[src/rtl/multicycle_control.sv]
// Main control FSM for the multicycle MIPS datapath: sequences fetch, decode,
// execute, memory and writeback, and drives every datapath select and enable.
module multicycle_control (
    input  logic       clock,
    input  logic       reset,
    input  logic [5:0] opcode,
    input  logic [5:0] funct,
    input  logic       memReady,
    output logic       pcWrite,
    output logic       pcWriteCond,
    output logic       iorD,
    output logic       memRead,
    output logic       memWrite,
    output logic       irWrite,
    output logic       memToReg,
    output logic       regDst,
    output logic       regWrite,
    output logic       aluSrcA,
    output logic [1:0] aluSrcB,
    output logic [1:0] aluOp,
    output logic [1:0] pcSource,
    output logic [3:0] state,
    output logic       instrDone,
    output logic       invalidOp
);

    localparam int unsigned STATE_W = 4;

    localparam logic [5:0] OP_R    = 6'b000000;
    localparam logic [5:0] OP_LW   = 6'b100011;
    localparam logic [5:0] OP_SW   = 6'b101011;
    localparam logic [5:0] OP_BEQ  = 6'b000100;
    localparam logic [5:0] OP_J    = 6'b000010;
    localparam logic [5:0] OP_ADDI = 6'b001000;
    localparam logic [5:0] FN_JR   = 6'b001000;

    typedef enum logic [STATE_W-1:0] {
        FETCH     = 4'd0,
        DECODE    = 4'd1,
        MEM_ADDR  = 4'd2,
        MEM_READ  = 4'd3,
        MEM_WB    = 4'd4,
        MEM_WRITE = 4'd5,
        EXECUTE   = 4'd6,
        R_WB      = 4'd7,
        BRANCH    = 4'd8,
        JUMP      = 4'd9,
        JR        = 4'd10,
        ADDI_EX   = 4'd11,
        ADDI_WB   = 4'd12
    } state_t;

    state_t cur;
    state_t nxt;

    // State register; reset overrides any in-flight instruction or stall.
    always_ff @(posedge clock) begin
        if (reset) begin
            cur <= FETCH;
        end else begin
            cur <= nxt;
        end
    end

    // Next-state logic; opcode/funct only matter in DECODE and MEM_ADDR.
    always_comb begin
        nxt = FETCH;
        unique case (cur)
            FETCH:     nxt = memReady ? DECODE : FETCH;
            DECODE: begin
                unique case (opcode)
                    OP_LW, OP_SW: nxt = MEM_ADDR;
                    OP_R:         nxt = (funct == FN_JR) ? JR : EXECUTE;
                    OP_BEQ:       nxt = BRANCH;
                    OP_J:         nxt = JUMP;
                    OP_ADDI:      nxt = ADDI_EX;
                    default:      nxt = FETCH;
                endcase
            end
            MEM_ADDR: begin
                if (opcode == OP_LW) begin
                    nxt = MEM_READ;
                end else if (opcode == OP_SW) begin
                    nxt = MEM_WRITE;
                end else begin
                    nxt = FETCH;
                end
            end
            MEM_READ:  nxt = memReady ? MEM_WB : MEM_READ;
            MEM_WB:    nxt = FETCH;
            MEM_WRITE: nxt = memReady ? FETCH : MEM_WRITE;
            EXECUTE:   nxt = R_WB;
            R_WB:      nxt = FETCH;
            BRANCH:    nxt = FETCH;
            JUMP:      nxt = FETCH;
            JR:        nxt = FETCH;
            ADDI_EX:   nxt = ADDI_WB;
            ADDI_WB:   nxt = FETCH;
            default:   nxt = FETCH;
        endcase
    end

    // Moore output decode from the state register; memReady only gates the
    // fetch-time IR/PC loads and the store completion flag.
    always_comb begin
        pcWrite     = 1'b0;
        pcWriteCond = 1'b0;
        iorD        = 1'b0;
        memRead     = 1'b0;
        memWrite    = 1'b0;
        irWrite     = 1'b0;
        memToReg    = 1'b0;
        regDst      = 1'b0;
        regWrite    = 1'b0;
        aluSrcA     = 1'b0;
        aluSrcB     = 2'b00;
        aluOp       = 2'b00;
        pcSource    = 2'b00;
        instrDone   = 1'b0;
        invalidOp   = 1'b0;
        unique case (cur)
            FETCH: begin
                memRead = 1'b1;
                irWrite = memReady;
                pcWrite = memReady;
                aluSrcB = 2'b01;
            end
            DECODE: begin
                aluSrcB = 2'b11;
                unique case (opcode)
                    OP_LW, OP_SW, OP_R, OP_BEQ, OP_J, OP_ADDI: invalidOp = 1'b0;
                    default:                                   invalidOp = 1'b1;
                endcase
            end
            MEM_ADDR: begin
                aluSrcA = 1'b1;
                aluSrcB = 2'b10;
            end
            MEM_READ: begin
                memRead = 1'b1;
                iorD    = 1'b1;
            end
            MEM_WB: begin
                regWrite  = 1'b1;
                memToReg  = 1'b1;
                instrDone = 1'b1;
            end
            MEM_WRITE: begin
                memWrite  = 1'b1;
                iorD      = 1'b1;
                instrDone = memReady;
            end
            EXECUTE: begin
                aluSrcA = 1'b1;
                aluOp   = 2'b10;
            end
            R_WB: begin
                regWrite  = 1'b1;
                regDst    = 1'b1;
                instrDone = 1'b1;
            end
            BRANCH: begin
                aluSrcA     = 1'b1;
                aluOp       = 2'b01;
                pcWriteCond = 1'b1;
                pcSource    = 2'b01;
                instrDone   = 1'b1;
            end
            JUMP: begin
                pcWrite   = 1'b1;
                pcSource  = 2'b10;
                instrDone = 1'b1;
            end
            JR: begin
                pcWrite   = 1'b1;
                pcSource  = 2'b11;
                instrDone = 1'b1;
            end
            ADDI_EX: begin
                aluSrcA = 1'b1;
                aluSrcB = 2'b10;
            end
            ADDI_WB: begin
                regWrite  = 1'b1;
                instrDone = 1'b1;
            end
            default: begin
                pcWrite = 1'b0;
            end
        endcase
    end

    assign state = STATE_W'(cur);

endmodule

[config.mk]
export PLATFORM = sky130hd
export DESIGN_NAME = multicycle_control
export DESIGN_NICKNAME = d
export VERILOG_FILES = /design/src/rtl/multicycle_control.sv
export SDC_FILE = /design/constraint.sdc
export NUM_CORES = 1
export LEC_CHECK = 0
export BUFFER_PORTS_ARGS = -buffer_cell sky130_fd_sc_hd__buf_4
export CAP_MARGIN = 20
export CORE_MARGIN = 2
export CORE_UTILIZATION = 42
export CTS_CLUSTER_DIAMETER = 200
export CTS_CLUSTER_SIZE = 25
export DETAILED_ROUTE_END_ITERATION = 8
export GPL_TIMING_DRIVEN = 1
export PLACE_DENSITY = 0.78
export REMOVE_ABC_BUFFERS = 1
export SLEW_MARGIN = 10
export SYNTH_ARGS = -nofsm -noshare
export SYNTH_HDL_FRONTEND = slang
export SYNTH_SLANG_ARGS = --single-unit
export TNS_END_PERCENT = 10
[constraint.sdc]
create_clock -name clock -period 1.5 [get_ports clock]
set_input_delay 0 -clock clock [delete_from_list [all_inputs] [get_ports clock]]
set_output_delay 0 -clock clock [all_outputs]
set_load 0.02 [all_outputs]
==> impl_results.md, run 1 <==
* Diodes inserted at 0
* Total track usage at 21.06%
* Pwr Density at between 400 and 500 nW/um^2
* Largest area contributor in the netlist: dfxtp_1
* CP endpoint kind: primary output
* Residual DRC at 0
* Max Clk Rate at approximately 680 MHz
* Tcrit/Tclk final at just under 100%
* IO Port Bufs at 36
* Max reg flops at 4
* Status: completed
* Clock share of power at a little over a third
* Clk Tree Root Cell: clkbuf_4
* Vias per cell at roughly 5.6
* Net Sw Frac at between 30% and 40%
* Ports at 37
* Post-synth EDFFs at 0
* Fin cells at about 140
* Power share of the combinational group at between 30% and 40%
* Layout cells sized above 1 at around 43%
* Clock transition at path regs at around 0.04 ns
* Largest family of logic cells by synthesized area: simple AND/OR/NAND/NOR gates
* Fin crit period at about 1.5 ns
* Max cap viols at 0
* Sequential share of power at between 20 and 30%
* Worst skew pair latency at about 0.25 ns
* Critical path fanouts, max at 12
* Drt total wl at roughly 1.8 mm
* CTS Buffer Depth at 2
* Max-slew violations at 0
* Final hold vios at 0
* Sequential fraction of the synthesis area at between 10% and 20%
* RD Place Congestion at roughly 0.86
* Initial antenna violation count at 0
* Async S/R FF share, synth at 0%
* Worst Skew at around 0.00093 ns
* Synthesized area per cell at 6.723 um^2
* # H-tree levels at 1
* Multiplexer share of the synthesized area at 1.636%
* HP Class: primary input to flip-flop
* Core area at ~1300 um^2
* Final Core Density at between 70% and 80%
* Worst setup path category: flip-flop to primary output
* Slew HR at 77.63%
* Sink Count at 4
* Die Y at 42.17 um
* Crit start category: flip-flop
* 1st-pass router iterations at 6
* P_sw at around 0.00013 W
* Worst slew pin tran at around 0.33 ns
* Routed length per instance at approximately 12 um
* Number of global-route vias before repair at 678
* Via count at between 800 and 900
* Routed Antenna Nets at 0
* Die Area at between 1500 and 2000 um^2
* Area share of xor/xnor cells in the synthesized design at about 2.9%
* Unrepaired setup endpoints after global routing: yes
* Lkg Pwr at 0.4482 nW
* Largest net degree at the start of global routing at 16
* Post-Syn Area at ~610 um^2
* Synth Warn # at 0
* Fillers at 123
* Dominant cells by area after synthesis: dfxtp_1, nor2_1, a21oi_1, and3_1, nand2b_1
* CP Data Arrival Time at ~1.5 ns
* Post-Synth Adder-Cell Area at 1.636%
* Post-synthesis compound-gate area fraction at around 25%
* Starting density of the core at between 40% and 50%
* Row count at 13
* CTS tree: yes
* Synth top cells by count: nor2_1, a21oi_1, nor3_1
* Initial DRC Count at 16
* Most frequent cell after synthesis: nor2_1
* Layout net count at 146
* First-pass GRT wire length at 2.891 mm
* FF+latch count, synth at 4
* Max VDD drop at between 0.3 and 0.4 mV
* Placed insts at 141
* Ys flop type: dfxtp_1
* Final Setup Violations at 0
* Yosys cell types at 40
* Share of the synthesized area in the top cell type at between 10% and 20%
* Post-detail-place hpwl at roughly 1.4 mm
* Post-Synth Simple-Gate Area at 46.01%
* Int Pwr at about 0.00027 W
* Synth-to-Final Area Change at 56.65%
* Overflow after GRT at 0
* Clock buffer count from CTS at 3
* Die Wd at approximately 42 um
* Synthesized instance count at ~90
* Critical Path RT at around 1.5 ns
==> per-layer routing <==
layer | part of all wire, % | global-route usage, % | up-vias | routed length (um)
li1 | - | - | 410 | -
met1 | 42 | 23.71 | 357 | 748
met2 | 47 | 35.08 | 36 | 826
met3 | 8.8 | 5.172 | 5 | 157
met4 | 2.4 | 13.13 | 0 | 43
met5 | 0 | 0 | - | 0
==> critical path, stage by stage (launching register included) <==
cell and delay [ns]:
dfxtp_4 0.38, or4b_4 0.57, a21oi_2 0.13, buf_4 0.15
==> stage by stage <==
stage / setup WS (ns) / hold slack (ns) / power [W] / TNS [ns] / cell area [um^2]
2_1_floorplan: -0.2278 / 0.1731 / 0.0001846 / -1.125 / 565.5
3_3_place_gp: 0.07375 / 0.3216 / 0.0002556 / 0 / 899.6
3_5_place_dp: 0.04837 / 0.3377 / 0.0002582 / 0 / 899.6
4_1_cts: 0.006535 / 0.07975 / 0.0003941 / 0 / 934.6
5_1_grt: -0.01391 / 0.09404 / 0.0004230 / -0.01391 / 958.4
6_report: 0.02457 / 0.07129 / 0.0003990 / 0 / 958.4
==> logic make-up after synthesis <==
logic type | after synthesis
simple gates | 49
compound gates | 23
buf+inv | 11
flops | 4
xor+xnor | 2
mux | 1
fa+ha+maj | 1
==> cells in the final DEF (no fill, tap or decap), drive strengths merged, types with 2 or more instances in the layout <==
cell type  instances
nor3               6
xnor2              2
clkbuf             3
o21ai              4
a21oi              7
nand4b             2
nor2              18
nor2b              2
a31oi              2
buf               42
dfxtp              4
nor4b              2
inv                4
nand2b             4
and3               4
and2b              2
nand2              2
o32a               2
==> repair_timing <==
item | CTS | global route
gates resized for setup | 7 | 5
hold endpoints to repair | 0 | 0
hold buffers | 0 | 0
pin swaps | 0 | 0
endpoints found under the setup margin | 8 | 4
setup buffers | 0 | 0
==> path summary, 6_finish.rpt <==
| kind | startpoint | end | slack, ns | cells after the start |
|---|---|---|---|---|
| max | state[1] | invalidOp | 0.02 | 3 |
| min | opcode[3] | state[2] | 0.07 | 3 |
| max reg2reg | state[1] | state[1] | 0.12 | 4 |
| min reg2reg | state[3] | state[0] | 0.67 | 3 |
==> power by group through the flow <==
stage	Clock, W	Sequential [W]	Combinational, W
final	0.000141	0.000112	0.000146
after CTS	0.000141	0.000112	0.000142
after floorplan	0	0.000121	0.0000635
after global routing	0.000153	0.000113	0.000157
after global placement	0	0.000117	0.000138
after detailed placement	0	0.000117	0.000141
==> area by class of cell <==
cell class	instances	area, um^2	area share, %
Multi-Input combinational cell	76	490.5	51.17
Timing Repair Buffer	42	319.1	33.29
Sequential cell	4	92.59	9.661
Clock buffer	3	22.52	2.350
Tap cell	15	18.77	1.958
Inverter	4	15.01	1.567
Power figures use the tool's default switching activity.
==> run 2: changes to the inputs <==
Settings changed: CORE_MARGIN 2 to default, GPL_TIMING_DRIVEN 1 to 0.
==> run 2 against run 1 <==
  * Critical path type unchanged
  * Via count is 4.7% lower
  * Die area is 9.3% lower
  * Count of clock-buffer cells in the layout stayed put
  * Cell count is 3.5% lower
  * Combinational power is 5% lower
  * First-iteration DRC count is 6.3% higher
==> impl_results.md, run 2 (synthesis results as in run 1) <==
* Worst setup path category: flip-flop to primary output (unchanged)
* Routed Antenna Nets at 0 (unchanged)
* Row count at 13 (unchanged)
* Final Setup Violations at 0 (unchanged)
* Lkg Pwr at 0.4190 nW (was 0.4482 nW)
* Clock buffer count from CTS at 3 (unchanged)
* Number of global-route vias before repair at 582 (was 678)
* Worst slew pin tran at 0.3245 ns (was 0.3342 ns)
* Max VDD drop at 0.3358 mV (was 0.3631 mV)
* Initial antenna violation count at 0 (unchanged)
* Total track usage at 21.79% (was 21.06%)
* Max-slew violations at 0 (unchanged)
* Int Pwr at 0.0002638 W (was 0.0002719 W)
* Max cap viols at 0 (unchanged)
* Commonest non-fill, non-tap cell in the layout: buf_4 (unchanged)
* CP Data Arrival Time at 1.45 ns (was 1.48 ns)
* Setup TNS Final at 0 ns (unchanged)
* CP endpoint kind: primary output (unchanged)
* Initial DRC Count at 17 (was 16)
* RD Place Congestion at 0.7755 (was 0.8605)
* Unrepaired setup endpoints after global routing: no (was yes)
* Layout cells sized above 1 at 41.13% (was 43.41%)
* Diodes inserted at 0 (unchanged)
* Max Clk Rate at 687.9 MHz (was 677.8 MHz)
* Sequential share of power at 29.2% (was 28.1%)
* Clock transition at path regs at 0.03 ns (was 0.04 ns)
* Clk Tree Root Cell: clkbuf_4 (unchanged)
* Pwr Density at 412.8 nW/um^2 (was 416.3 nW/um^2)
* First-pass GRT wire length at 2.477 mm (was 2.891 mm)
* Crit start category: flip-flop (unchanged)
* Largest net degree at the start of global routing at 19 (was 16)
* HP Class: primary input to flip-flop (unchanged)
* Fin crit period at 1.454 ns (was 1.475 ns)
* Sink Count at 4 (unchanged)
* Worst skew pair latency at 0.23 ns (was 0.25 ns)
* Worst Skew at 0.001575 ns (was 0.0009329 ns)
* # H-tree levels at 1 (unchanged)
* Via count at 770 (was 808)
* Final hold vios at 0 (unchanged)
* Net Sw Frac at 29.94% (was 31.85%)
* Synth-to-Final Area Change at 49.08% (was 56.65%)
* Vias per cell at 5.540 (was 5.611)
* Critical Path RT at 1.50 ns (about the same)
* Placed insts at 135 (was 141)
* Starting density of the core at 45.87% (unchanged)
* Most frequent cells in the layout: buf_4, nor2_1, a21oi_1 (unchanged)
* Slew HR at 78.09% (was 77.63%)
* Critical path fanouts, max at 18 (was 12)
* CTS Buffer Depth at 2 (unchanged)
* Die Area at 1613 um^2 (was 1778 um^2)
* Layout net count at 141 (was 146)
* Core area at 1334 um^2 (unchanged)
* Routed length per instance at 12.08 um (was 12.33 um)
* IO Port Bufs at 36 (unchanged)
* Ports at 37 (unchanged)
* Tcrit/Tclk final at 96.91% (was 98.36%)
* Overflow after GRT at 0 (unchanged)
* CTS tree: yes (unchanged)
* Power share of the combinational group at 36.8% (was 36.5%)
* Residual DRC at 0 (unchanged)
* Clock share of power at 34.0% (was 35.4%)
* Status: completed (unchanged)
* 1st-pass router iterations at 4 (was 6)
* P_sw at 0.0001127 W (was 0.0001271 W)
* Drt total wl at 1.679 mm (was 1.776 mm)
* Post-detail-place hpwl at 1.300 mm (was 1.409 mm)
* Max reg flops at 4 (unchanged)
* Fin cells at 139 (was 144)
* Die Wd at 40.17 um (was 42.17 um)
* Die Y at 40.17 um (was 42.17 um)
run 2: changes by cell type in the layout (fill, tap and decap cells not counted):
cell / before / now
nand2b_2: 0 / 1
buf_6: 1 / 0
buf_2: 0 / 1
nand2b_4: 1 / 0
dfxtp_2: 1 / 0
dfxtp_4: 3 / 4
buf_4: 41 / 36
run 2: timing repair:
| action | 4_1_cts | 5_1_grt |
|---|---|---|
| endpoints found under the setup margin | 15 | 5 |
| hold buffers | 0 | 0 |
| pin swaps | 0 | 1 |
| setup buffers | 1 | 0 |
| gates resized for setup | 6 | 6 |
run 2: area by class of cell:
type / instances / area (um^2)
multi-input cells: 76 / 485.5
fillers: 126 / 421.7
repair buffers: 37 / 275.3
flip-flops and latches: 4 / 95.09
clock buffers: 3 / 22.52
well taps: 15 / 18.77
inverters: 4 / 15.01
run 2: path summary, 6_finish.rpt:
check	slack [ns]	cells past startpoint	from	endpoint
setup / recovery	0.05	3	state[2]	invalidOp
hold reg to reg	0.70	3	state[3]	state[0]
hold / removal	0.09	3	opcode[3]	state[2]
setup reg to reg	0.11	4	state[2]	state[1]
run 2: worst max-delay path: stages (launching register included):
cell and delay (ns):
dfxtp_4 0.39, or4b_4 0.57, a21oi_2 0.12, buf_4 0.15
run 2: metrics by stage:
step                      utilization [%]   power, W  hold WS, ns  setup WS, ns  cell area [um^2]
after global placement              64.07  0.0002477       0.3406       -0.1249             854.6
after CTS                           66.89  0.0003822      0.09112       0.01488             892.1
final                               68.39  0.0003765      0.09094       0.04633             912.1
after detailed placement            64.07  0.0002514       0.3381       -0.1606             854.6
after global routing                68.39  0.0004072       0.1321       0.01200             912.1
after floorplan                         -  0.0001846       0.1731       -0.2278             565.5
run 2: power by group through the flow:
stage          clock (W)  sequential (W)  combinational [W]
4_1_cts         0.000132        0.000113           0.000137
2_1_floorplan          0        0.000121          0.0000635
5_1_grt         0.000145        0.000111           0.000152
3_5_place_dp           0        0.000121           0.000131
3_3_place_gp           0        0.000121           0.000127
6_report        0.000128        0.000110           0.000139
run 2: metal layers:
| layer | vias to the layer above | global-route usage (%) | share of wire (%) | wire [um] |
|---|---|---|---|---|
| met1 | 331 | 28.95 | 44 | 739 |
| met2 | 37 | 38.71 | 48 | 809 |
| met3 | 0 | 3.333 | 7.7 | 129 |
| li1 | 402 | - | - | - |
| met4 | 0 | 0 | 0 | 0 |
| met5 | - | 0 | 0 | 0 |
==> run 3: changes to the inputs <==
Settings changed: REMOVE_ABC_BUFFERS 1 to default.
==> run 3 against run 2 <==
  * Flip-flop and latch count stayed put
  * Critical path type unchanged
  * Highest routed layer is now met4
  * Via count is 13% higher
  * Clock power is 10% higher
  * Register-to-register slack worse by 0.04 ns
  * Core utilization is 6.1 points higher
==> impl_results.md, run 3 (synthesis results as in run 1) <==
* Syn_nets at ~110
* Crit start category: flip-flop (unchanged)
* Placement-stage cell area at 905.9 um^2 (was 854.6 um^2)
* Final Total Pwr at 0.0004054 W (was 0.0003765 W)
* Critical Path RT at 1.50 ns (about the same)
* Tcrit/Tclk final at 98.66% (was 96.91%)
* Vias per cell at 5.898 (was 5.540)
* Max reg flops at 4 (unchanged)
* CTS tree: yes (unchanged)
* Overflow after GRT at 0 (unchanged)
* Worst setup path category: flip-flop to primary output (unchanged)
* Dpl ws at 0.04481 ns (was -0.1606 ns)
* Diodes inserted at 0 (unchanged)
* Crit-path cells: buf_6 > and2b_1 > a21o_1 > a221oi_2 > buf_4 (was or4b_4 > a21oi_2 > buf_4)
* Met2 Use GR at 47.18% (was 38.71%)
* Layout net count at 149 (was 141)
* Largest net degree at the start of global routing at 11 (was 19)
* Post-detail-place hpwl at 1.392 mm (was 1.300 mm)
* 1st-pass router iterations at 4 (unchanged)
* Setup TNS Final at 0 ns (unchanged)
* Worst Skew at 0.004400 ns (was 0.001575 ns)
* Pwr Density at 408.1 nW/um^2 (was 412.8 nW/um^2)
* Number of global-route vias before repair at 727 (was 582)
* Die Wd at 40.17 um (unchanged)
* CP bufs+invs at 2 (was 1)
* Fin crit period at 1.480 ns (was 1.454 ns)
* Worst hold path stage count at 4 (was 3)
* Die Y at 40.17 um (unchanged)
* Max cap viols at 0 (unchanged)
* Gr busiest metal: met2 (unchanged)
* Critical path fanouts, max at 8 (was 18)
* Met1 Use GR at 32.01% (was 28.95%)
* Initial DRC Count at 35 (was 17)
* Via count at 867 (was 770)
* Total track usage at 26.52% (was 21.79%)
* GR Layer Usage met3 at 3.333% (unchanged)
* Ports at 37 (unchanged)
* Clock buffer count from CTS at 3 (unchanged)
* Core area at 1334 um^2 (unchanged)
* Sink Count at 4 (unchanged)
* Worst setup slack after layout at 0.02011 ns (was 0.04633 ns)
* Initial antenna violation count at 0 (unchanged)
* CP Data Arrival Time at 1.48 ns (was 1.45 ns)
* Max VDD drop at 0.3205 mV (was 0.3358 mV)
* Layout cells sized above 1 at 44.70% (was 41.13%)
* IO Port Bufs at 36 (unchanged)
* Cell family with most CP delay: compound AO/OA/AOI/OAI gates (was simple AND/OR/NAND/NOR gates)
* CTS Buffer Depth at 2 (unchanged)
* Routed Antenna Nets at 0 (unchanged)
* First-pass GRT wire length at 2.967 mm (was 2.477 mm)
* Crit path largest cell delay at 0.33 ns (was 0.57 ns)
* Clk Tree Root Cell: clkbuf_4 (unchanged)
* Residual DRC at 0 (unchanged)
* Crit path depth at 5 (was 3)
* Row count at 13 (unchanged)
* Final Setup Violations at 0 (unchanged)
* Slew HR at 71.79% (was 78.09%)
* Status: completed (unchanged)
* Most frequent cells in the layout: buf_4, nor2_1, a21oi_1 (unchanged)
* # H-tree levels at 1 (unchanged)
* Commonest non-fill, non-tap cell in the layout: buf_4 (unchanged)
* Max stage delay cell, worst path: dfxtp_2 (was or4b_4)
* Routed length per instance at 13.14 um (was 12.08 um)
* Design area at 993.5 um^2 (was 912.1 um^2)
* Clock transition at path regs at 0.04 ns (was 0.03 ns)
* Lkg Pwr at 0.4707 nW (was 0.4190 nW)
* RD Place Congestion at 0.8355 (was 0.7755)
* CP endpoint kind: primary output (unchanged)
* Unrepaired setup endpoints after global routing: yes (was no)
* Max Clk Rate at 675.7 MHz (was 687.9 MHz)
* Worst slew pin tran at 0.4178 ns (was 0.3245 ns)
* HP Class: primary input to flip-flop (unchanged)
* Die Area at 1613 um^2 (unchanged)
* Worst skew pair latency at 0.25 ns (was 0.23 ns)
* Max-slew violations at 0 (unchanged)
* Synth-to-Final Area Change at 62.37% (was 49.08%)
* Final hold vios at 0 (unchanged)
* Drt total wl at 1.932 mm (was 1.679 mm)
* FF-to-FF path depth at 5 (was 4)
* Hold WS at 0.08352 ns (was 0.09094 ns)
* Starting density of the core at 45.87% (unchanged)
==> run 3: what timing repair did <==
action / CTS / global route
cloned: 0 / 0
hold buffers: 0 / 0
resized for setup: 12 / 8
setup buffers: 1 / 1
setup endpoints to repair: 6 / 6
pin swaps: 0 / 1
==> run 3: per-layer routing <==
layer / part of all wire [%] / wire [um]
met3: 11 / 207
met4: 2.6 / 51
met5: 0 / 0
met1: 40 / 773
met2: 47 / 900
==> run 3: power breakdown <==
part	internal, W	leakage [nW]	switching [W]	total, W
Combinational	0.0000785	0.423	0.0000758	0.000154
Clock	0.0000899	0.0138	0.0000513	0.000141
Sequential	0.000108	0.0341	0.00000209	0.000110
==> run 3: worst paths after layout <==
kind / start / endpoint / slack [ns]
worst max-delay path: state[0] / instrDone / 0.02
worst min-delay path: opcode[4] / state[1] / 0.08
worst max register to register: state[1] / state[3] / 0.07
worst min register to register: state[3] / state[1] / 0.71
==> run 3: layout make-up <==
type / instances / area, um^2
plain buffers: 7 / 75.07
clock buffers: 3 / 22.52
fillers: 112 / 340.3
inverters: 4 / 15.01
multi-input cells: 76 / 490.5
flip-flops and latches: 4 / 86.33
well taps: 15 / 18.77
repair buffers: 38 / 285.3
==> run 3: worst register-to-register path, stage by stage, from the launching register on <==
cell     delay [ns]
dfxtp_4        0.37
buf_4          0.14
nor4b_2        0.28
nand3_1        0.12
o32a_1         0.33
nor2_1         0.11
==> run 3: stage by stage <==
| step | utilization, % | std cells |
|---|---|---|
| after floorplan | - | 91 |
| after global placement | 67.92 | 142 |
| after detailed placement | 67.92 | 142 |
| after CTS | 72.42 | 146 |
| after global routing | 74.48 | 147 |
| final | 74.48 | 147 |
